## config.mk

```make
export PLATFORM = sky130hd
export DESIGN_NAME = mult_arbiter_flat
export DESIGN_NICKNAME = d
export VERILOG_FILES = /design/src/rtl/mult_arb_pkg.sv /design/src/rtl/mult_arb_if.sv /design/src/rtl/mult_arb_watchdog.sv /design/src/rtl/mult_arbiter.sv /design/src/flat_wrapper.sv
export SDC_FILE = /design/constraint.sdc
export NUM_CORES = 1
export LEC_CHECK = 0
export BUFFER_PORTS_ARGS = -buffer_cell sky130_fd_sc_hd__buf_2
export CAP_MARGIN = 10
export CORE_AREA = 2 2 98 100
export DETAILED_ROUTE_END_ITERATION = 10
export DIE_AREA = 0 0 100 102
export PLACE_DENSITY = 0.62
export REMOVE_ABC_BUFFERS = 1
export SLEW_MARGIN = 20
export SYNTH_ARGS = -nofsm -noshare
export SYNTH_HDL_FRONTEND = slang
export SYNTH_SLANG_ARGS = --single-unit
```

## constraint.sdc

```tcl
create_clock -name CLOCK -period 2 [get_ports CLOCK]
set_input_delay 0.1 -clock CLOCK [delete_from_list [all_inputs] [get_ports CLOCK]]
set_output_delay 0.1 -clock CLOCK [all_outputs]
set_load 0.03 [all_outputs]
```

## src/rtl/mult_arb_pkg.sv

```systemverilog
// rtl/mult_arb_pkg.sv - shared types and sizing for the multiplier arbiter
package mult_arb_pkg;

  typedef enum logic [1:0] {IDLE, RUN, DRAIN} state_t;
  typedef logic port_t;

  localparam int SIZE_DEFAULT    = 8;
  localparam int TIMEOUT_DEFAULT = 4 * SIZE_DEFAULT + 8;

  function automatic int wd_width(input int timeout);
    return $clog2(timeout + 1);
  endfunction

  localparam int WD_WIDTH = $clog2(TIMEOUT_DEFAULT + 1);

endpackage

```

## src/rtl/mult_arb_if.sv

```systemverilog
// rtl/mult_arb_if.sv - client and multiplier signals of the multiplier arbiter
interface mult_arb_if #(parameter int SIZE = 8);

  logic                req0;
  logic                req1;
  logic [SIZE-1:0]     a0;
  logic [SIZE-1:0]     b0;
  logic [SIZE-1:0]     a1;
  logic [SIZE-1:0]     b1;
  logic                done0;
  logic                done1;
  logic [2*SIZE-1:0]   prod0;
  logic [2*SIZE-1:0]   prod1;
  logic                mult_start;
  logic [SIZE-1:0]     mult_a;
  logic [SIZE-1:0]     mult_b;
  logic                mult_end;
  logic [2*SIZE-1:0]   mult_product;
  logic                busy;
  logic                timeout_err;

  modport slave (
    input  req0, req1, a0, b0, a1, b1, mult_end, mult_product,
    output done0, done1, prod0, prod1, mult_start, mult_a, mult_b, busy, timeout_err
  );

  modport master (
    output req0, req1, a0, b0, a1, b1, mult_end, mult_product,
    input  done0, done1, prod0, prod1, mult_start, mult_a, mult_b, busy, timeout_err
  );

endinterface

```

## src/rtl/mult_arb_watchdog.sv

```systemverilog
// rtl/mult_arb_watchdog.sv - saturating cycle counter with terminal flag
module mult_arb_watchdog #(
  parameter int LIMIT = 40,
  parameter int WIDTH = $clog2(LIMIT + 1)
) (
  input  logic CLOCK,
  input  logic RESET,
  input  logic i_clr,
  input  logic i_en,
  output logic o_terminal
);

  logic [WIDTH-1:0] r_count;
  logic             w_terminal;

  assign w_terminal = (r_count == WIDTH'(LIMIT));
  assign o_terminal = w_terminal;

  // Holds at LIMIT so a stuck multiplier never wraps the count back to zero.
  always_ff @(posedge CLOCK or negedge RESET) begin
    if (!RESET)
      r_count <= '0;
    else if (i_clr)
      r_count <= '0;
    else if (i_en && !w_terminal)
      r_count <= r_count + 1'b1;
  end

endmodule

```

## src/rtl/mult_arbiter.sv

```systemverilog
// rtl/mult_arbiter.sv - round-robin sharing of one multiplier between two ports
module mult_arbiter
  import mult_arb_pkg::*;
#(
  parameter int SIZE    = 8,
  parameter int TIMEOUT = 4 * SIZE + 8
) (
  input  logic     CLOCK,
  input  logic     RESET,
  mult_arb_if.slave bus
);

  state_t              r_state;
  state_t              w_next;
  port_t               r_grant;
  port_t               r_last_grant;
  port_t               w_pick;
  logic [SIZE-1:0]     r_mult_a;
  logic [SIZE-1:0]     r_mult_b;
  logic [2*SIZE-1:0]   r_prod0;
  logic [2*SIZE-1:0]   r_prod1;
  logic                r_done0;
  logic                r_done1;
  logic                r_timeout_err;
  logic                w_terminal;
  logic                w_req_any;
  logic                w_grant;
  logic                w_mult_start;
  logic                w_busy;

  assign w_req_any = bus.req0 | bus.req1;
  assign w_grant   = (r_state == IDLE) && w_req_any;

  always_comb begin
    w_pick = 1'b0;
    if (bus.req0 && bus.req1)
      w_pick = ~r_last_grant;
    else if (bus.req1)
      w_pick = 1'b1;
  end

  mult_arb_watchdog #(
    .LIMIT (TIMEOUT),
    .WIDTH (wd_width(TIMEOUT))
  ) u_watchdog (
    .CLOCK      (CLOCK),
    .RESET      (RESET),
    .i_clr      (r_state != RUN),
    .i_en       (r_state == RUN),
    .o_terminal (w_terminal)
  );

  always_ff @(posedge CLOCK or negedge RESET) begin
    if (!RESET)
      r_state <= IDLE;
    else
      r_state <= w_next;
  end

  // DRAIN waits for END_MULT to fall so the multiplier is idle before a re-grant.
  always_comb begin
    w_next       = r_state;
    w_mult_start = 1'b0;
    w_busy       = 1'b1;
    case (r_state)
      IDLE: begin
        w_busy = 1'b0;
        if (w_req_any)
          w_next = RUN;
      end
      RUN: begin
        w_mult_start = 1'b1;
        if (bus.mult_end || w_terminal)
          w_next = DRAIN;
      end
      DRAIN: begin
        if (!bus.mult_end)
          w_next = IDLE;
      end
      default: w_next = IDLE;
    endcase
  end

  always_ff @(posedge CLOCK or negedge RESET) begin
    if (!RESET) begin
      r_grant       <= 1'b0;
      r_last_grant  <= 1'b1;
      r_mult_a      <= '0;
      r_mult_b      <= '0;
      r_prod0       <= '0;
      r_prod1       <= '0;
      r_done0       <= 1'b0;
      r_done1       <= 1'b0;
      r_timeout_err <= 1'b0;
    end else begin
      r_done0 <= 1'b0;
      r_done1 <= 1'b0;
      if (w_grant) begin
        r_grant      <= w_pick;
        r_last_grant <= w_pick;
        r_mult_a     <= w_pick ? bus.a1 : bus.a0;
        r_mult_b     <= w_pick ? bus.b1 : bus.b0;
      end
      // A real result beats the watchdog when both land on the same edge.
      if (r_state == RUN && bus.mult_end) begin
        if (r_grant) begin
          r_prod1 <= bus.mult_product;
          r_done1 <= 1'b1;
        end else begin
          r_prod0 <= bus.mult_product;
          r_done0 <= 1'b1;
        end
      end else if (r_state == RUN && w_terminal) begin
        r_timeout_err <= 1'b1;
        if (r_grant) begin
          r_prod1 <= '0;
          r_done1 <= 1'b1;
        end else begin
          r_prod0 <= '0;
          r_done0 <= 1'b1;
        end
      end
    end
  end

  assign bus.mult_start  = w_mult_start;
  assign bus.busy        = w_busy;
  assign bus.mult_a      = r_mult_a;
  assign bus.mult_b      = r_mult_b;
  assign bus.prod0       = r_prod0;
  assign bus.prod1       = r_prod1;
  assign bus.done0       = r_done0;
  assign bus.done1       = r_done1;
  assign bus.timeout_err = r_timeout_err;

endmodule

```

## src/flat_wrapper.sv

```systemverilog
// flat-port wrapper written by rule: the top's interface ports become plain ports
module mult_arbiter_flat import mult_arb_pkg::*;
#(
  parameter int SIZE    = 8,
  parameter int TIMEOUT = 4 * SIZE + 8
)
  (CLOCK, RESET, bus_req0, bus_req1, bus_a0, bus_b0, bus_a1, bus_b1, bus_mult_end, bus_mult_product, bus_done0, bus_done1, bus_prod0, bus_prod1, bus_mult_start, bus_mult_a, bus_mult_b, bus_busy, bus_timeout_err);
  mult_arb_if #(.SIZE(SIZE)) bus_i ();
  input  logic CLOCK;
  input  logic RESET;
  input wire logic [$bits(bus_i.req0)-1:0] bus_req0;
  input wire logic [$bits(bus_i.req1)-1:0] bus_req1;
  input wire logic [$bits(bus_i.a0)-1:0] bus_a0;
  input wire logic [$bits(bus_i.b0)-1:0] bus_b0;
  input wire logic [$bits(bus_i.a1)-1:0] bus_a1;
  input wire logic [$bits(bus_i.b1)-1:0] bus_b1;
  input wire logic [$bits(bus_i.mult_end)-1:0] bus_mult_end;
  input wire logic [$bits(bus_i.mult_product)-1:0] bus_mult_product;
  output wire logic [$bits(bus_i.done0)-1:0] bus_done0;
  output wire logic [$bits(bus_i.done1)-1:0] bus_done1;
  output wire logic [$bits(bus_i.prod0)-1:0] bus_prod0;
  output wire logic [$bits(bus_i.prod1)-1:0] bus_prod1;
  output wire logic [$bits(bus_i.mult_start)-1:0] bus_mult_start;
  output wire logic [$bits(bus_i.mult_a)-1:0] bus_mult_a;
  output wire logic [$bits(bus_i.mult_b)-1:0] bus_mult_b;
  output wire logic [$bits(bus_i.busy)-1:0] bus_busy;
  output wire logic [$bits(bus_i.timeout_err)-1:0] bus_timeout_err;
  assign bus_i.req0 = bus_req0;
  assign bus_i.req1 = bus_req1;
  assign bus_i.a0 = bus_a0;
  assign bus_i.b0 = bus_b0;
  assign bus_i.a1 = bus_a1;
  assign bus_i.b1 = bus_b1;
  assign bus_i.mult_end = bus_mult_end;
  assign bus_i.mult_product = bus_mult_product;
  assign bus_done0 = bus_i.done0;
  assign bus_done1 = bus_i.done1;
  assign bus_prod0 = bus_i.prod0;
  assign bus_prod1 = bus_i.prod1;
  assign bus_mult_start = bus_i.mult_start;
  assign bus_mult_a = bus_i.mult_a;
  assign bus_mult_b = bus_i.mult_b;
  assign bus_busy = bus_i.busy;
  assign bus_timeout_err = bus_i.timeout_err;
  mult_arbiter #(.SIZE(SIZE), .TIMEOUT(TIMEOUT)) u_core (.CLOCK(CLOCK), .RESET(RESET), .bus(bus_i));
endmodule
```

## Word level (Yosys, flattened, before mapping)

Cells that the tools add are included.

| word-level totals | value |
|---|---|
| register bits after elaboration | 61 |
| input port bits | 53 |
| output and inout bits | 53 |
| logic and storage cells | 63 |

| operators by class | value |
|---|---|
| add/sub/neg operators | 1 |
| eq/ne operators | 7 |
| multiplexer cells | 26 |
| bitwise logic cells | 4 |
| reduce and logical (&&, ||, !) cells | 14 |

Operator list:

| cell | count |
|---|---|
| $mux W16 | 8 |
| $mux W8 | 2 |
| $mux W6 | 2 |
| $mux W1 | 10 |
| $add A6 B1 Y6 const B | 1 |
| $eq A6 B6 Y1 const B | 1 |
| $mux W2 | 3 |
| $ne A2 B1 Y1 const B | 3 |
| $pmux W2 S3 | 1 |
| $reduce_and A2 Y1 | 3 |
| $logic_and A1 B1 Y1 | 5 |
| $reduce_bool A2 Y1 | 2 |
| $not A1 Y1 | 3 |
| $reduce_and A3 Y1 | 1 |
| $eq A2 B1 Y1 const B | 1 |
| $eq A2 B2 Y1 const B | 1 |
| $logic_not A2 Y1 | 1 |
| $ne A2 B2 Y1 const B | 1 |
| $logic_not A1 Y1 | 1 |
| $logic_or A1 B1 Y1 | 1 |
| $or A1 B1 Y1 | 1 |

## Longest topological paths before layout

| depth | value |
|---|---|
| word-level depth | 5 |
| gate-level depth with buffers | 6 |
| mapped depth without buffers | 5 |

## Cells and area by module

Synthesis repeated with hierarchy kept, for this count alone.

| second synthesis, totals | value |
|---|---|
| cell total of the unflattened synthesis | 203 |
| area, all modules | 2817.7 sq um |

Modules (own cells, without submodules):

| module | instances | cells an instance | area an instance (sq um) | sequential area each (sq um) |
|---|---|---|---|---|
| mult_arbiter | 1 | 163 | 2433.6 | 1377.6 |
| mult_arb_watchdog | 1 | 40 | 384.1 | 150.1 |

## Worst setup path after synthesis

OpenSTA, ideal clock, no wires.

| timing path | value |
|---|---|
| kind | register to register |
| from | register u_core.r_state[1] |
| to | register u_core.r_mult_b[7], in the netlist u_core.bus.mult_b[7] |
| setup time | 0.125 ns |
| data arrival time | 1.500 ns |
| required time | 1.875 ns |
| path slack | 0.376 ns |
| stages on the path, launching flop included | 6 |
| path buffers | 2 |
| period minus slack after synthesis | 1.624 ns |
| cell sequence | dfrtp_1 or2_0 buf_2 nor2_8 buf_6 mux2_2 |

| between the ends | value |
|---|---|
| word-level cells in the longest chain between the ends | 2 |

RTL lines:

| item | line | RTL |
|---|---|---|
| start, declared | mult_arbiter.sv:13 | `state_t r_state;` |
| start signal, assigned | mult_arbiter.sv:57 | `r_state <= w_next;` |
| $logic_not A2 Y1 | mult_arbiter.sv:32 | `assign w_grant = (r_state == IDLE) && w_req_any;` |
| $logic_and A1 B1 Y1 | mult_arbiter.sv:32 |  |
| end signal, assigned | mult_arbiter.sv:102 | `r_mult_b <= w_pick ? bus.b1 : bus.b0;` |
| end, declared | mult_arbiter.sv:19 | `logic [SIZE-1:0] r_mult_b;` |

Every way passes these cells.
A chain may end at the register's enable or synchronous reset.

## Worst setup path after layout

Same ends and word-level chain as after synthesis.

==> results.json <==
{
  "drv_slew": 0,
  "cp_slowest_cell": "dfrtp_1",
  "timing.final.hold_violations": 0,
  "finalPower_uw": 6454,
  "antenna_found_initial": 0,
  "dpl.hpwl_mm": 4.643,
  "tritoncts.num_buffers": 9,
  "cp_cell_sequence": "or2_0 -> nor2_8 -> mux2_2",
  "switching_share_pct": 41.11,
  "ys_seq_area_share_pct": 49.12,
  "synth_seq_cells": 61,
  "gp_congestion": 0.6956,
  "cts_tree": "built",
  "ys.warnings.count": 0,
  "dr.pass1.iters": 3,
  "critPathRequiredTime_ns": 2.21,
  "die_y_microns": 102,
  "wirelength_mm": 6.589,
  "synth_top_area_cell": "dfrtp_1",
  "path_max_fanout": 17,
  "start_kind": "register",
  "syn_area_sq_um": 3110,
  "dp_cells": 443,
  "worst_pin_slew_ns": 0.5362,
  "fill_cells": 878,
  "syn_inst": 234,
  "endpoint_kind": "register",
  "power_density_nw_per_um2": 1633,
  "critPathKind": "reg -> reg",
  "setup_viol": 0,
  "hold_class": "in -> reg",
  "period_minus_slack_ns": 1.700,
  "core_sq_um": 9109,
  "cts_buffer_depth": 2,
  "die_x_microns": 100,
  "num_vias": 2202,
  "layout-drive-gt1-share_pct": 54.73,
  "switchingPower_uw": 2653,
  "synth_top_area_share_pct": 48.27,
  "dieArea_sq_um": 10200,
  "clock_latency_ns": 0.34,
  "arrival_ns": 1.91,
  "fin_crit_sh_pct": 85.01,
  "ioPinCount": 106,
  "fin_util_pct": 43.38,
  "via_per_inst": 4.787,
  "numPortBuffers": 105,
  "final.setup.worst_slack_ns": 0.2999,
  "drv_cap": 0,
  "power_frac_comb_pct": 50.7,
  "max_freq_mhz": 588.2,
  "status": "finished clean",
  "seqPwrFrac_pct": 32.5,
  "yosys-top-cells-area": "dfrtp_1 (48%), mux2_2 (13%), mux2_4 (12%), a21o_1 (8.2%), and2_1 (3.2%)",
  "synth_common_cells": "dfrtp_1 (60), mux2_2 (37), a21o_1 (34)",
  "start_util_pct": 34.15,
  "peakVddDrop_v": 0.0007178,
  "synthDistinctLibCells": 37,
  "p_int_uw": 3801,
  "finalNetCount": 399,
  "slew-limit-headroom_pct": 64.12,
  "grt_pass1_vias": 2231,
  "p_leak_uw": 0.001800,
  "postCtsSetupBuffers": 0,
  "synth_edf_count": 0,
  "grtUsageTotal_pct": 13.40,
  "skew_ns": 0.01331,
  "rsz0062_at_grt": "no",
  "rows": 35,
  "clk_pin_slew_ns": 0.07,
  "synth_area_per_cell_sq_um": 13.29,
  "synth-async-reset-ratio_pct": 100.0,
  "htreeDepth": 3,
  "clock_power_share_pct": 16.8,
  "dp_slack_ns": 0.2781,
  "area_delta_synth_final_pct": 27.03,
  "fin_cells": 460,
  "grt_max_degree": 40,
  "antenna_cells": 0,
  "cts.sinks": 61,
  "overflow": 0,
  "yosys.cell_count.top_type": "dfrtp_1",
  "drc_errors": 0,
  "fin_setup_tns_ns": 0,
  "critPathMaxStageDelay_ns": 0.43,
  "drt_iter0_drc": 66,
  "synth_ff_type": "dfrtp_1",
  "antenna_left": 0,
  "wl_per_cell_microns": 14.32,
  "grt_pass1_wl_mm": 10.73,
  "cts_root_buffer": "clkbuf_8"
}
[kinds of logic (layout without fill, tap and decap cells)]
| group | count (synthesis) | in the layout | share of synthesized area (%) |
|---|---|---|---|
| AOI/OAI and AO/OA | 46 | 46 | 10.66 |
| xor gates and xnor gates | 2 | 2 | 0.5633 |
| adders and majority gates | 2 | 2 | 0.8044 |
| buffers and inverters | 17 | 132 | 3.821 |
| DFF | 61 | 61 | 49.12 |
| muxes | 64 | 64 | 26.19 |
| and+or+nand+nor | 42 | 42 | 8.850 |
[sequential cells by signal, summed over array words and instances, names as in the netlist]
register / count
u_core.r_state: 2
u_core.bus.done1: 1
u_core.r_grant: 1
u_core.bus.mult_a: 8
u_core.u_watchdog.r_count: 6
u_core.bus.done0: 1
u_core.r_last_grant: 1
u_core.bus.mult_b: 8
u_core.bus.prod1: 16
u_core.bus.timeout_err: 1
u_core.bus.prod0: 16
[cell type report]
type	count	area (sq um)	share of cell area [%]
well taps	111	138.9	3.515
clock inverters	4	47.55	1.203
repair buffers	112	605.6	15.33
clock buffers	12	145.1	3.673
inverters	4	15.01	0.3800
flip-flops and latches	61	1528	38.66
multi-input cells	156	1471	37.24
[cells in the final DEF, fill, tap and decap left out, types with 3 or more instances in the layout]
cell type  synthesis  layout
nand3_1            3       3
inv_1              4       4
a21o_1            34      34
nor2_1             5       5
buf_4              1       4
mux2_4            25      25
o21ai_0            5       5
clkbuf_8           0      10
dfrtp_1           60      60
nand2_1            3       3
and2_1            16      16
mux2_2            37      37
buf_2              4     105
[power by group through the flow]
stage	logic [uW]	clock network (uW)	registers [uW]
after floorplan	1530	0	2980
after global placement	3260	0	2100
after detailed placement	3320	0	2120
after CTS	3320	1130	2110
after global routing	3510	1180	2170
final	3270	1090	2100
[layer usage]
layer  track usage, %  wire length [microns]  up-vias
li1                 -                      -     1049
met1            17.18                   2980     1065
met2            21.00                   2994       80
met3            5.746                    547        8
met4            3.477                     66        0
met5                0                      0        -
[through the flow]
| stage | hold slack (ns) | instance area [sq um] |
|---|---|---|
| floorplan | -0.1956 | 3007 |
| global placement | 0.1230 | 3749 |
| global route | 0.1035 | 3951 |
| CTS | 0.09239 | 3951 |
| finish | 0.1126 | 3951 |
| detailed placement | 0.1206 | 3749 |
[timing repair]
item	4_1_cts	5_1_grt
hold buffers	1	0
gates resized for setup	0	0
hold endpoints to repair	22	0
endpoints found under the setup margin	0	0
[critical path: cells and delay by family (launching register included)]
family,cells,cell delay (ns)
DFF,1,0.43
and+or+nand+nor,2,0.77
muxes,1,0.39
[final timing paths]
kind | start | cells after the start | slack (ns) | end
min | bus_a1[7] | 3 | 0.11 | u_core.bus.mult_a[7]
max | u_core.r_state[1] | 3 | 0.30 | u_core.bus.mult_b[7]
max reg2reg | u_core.r_state[1] | 3 | 0.30 | u_core.bus.mult_b[7]
min in group asynchronous | RESET | 2 | 0.27 | u_core.bus.mult_b[3]
max in group asynchronous | RESET | 3 | 1.10 | u_core.r_last_grant
min reg2reg | u_core.bus.timeout_err | 1 | 0.47 | u_core.bus.timeout_err
Note: power is estimated with default switching activity, not from simulation.
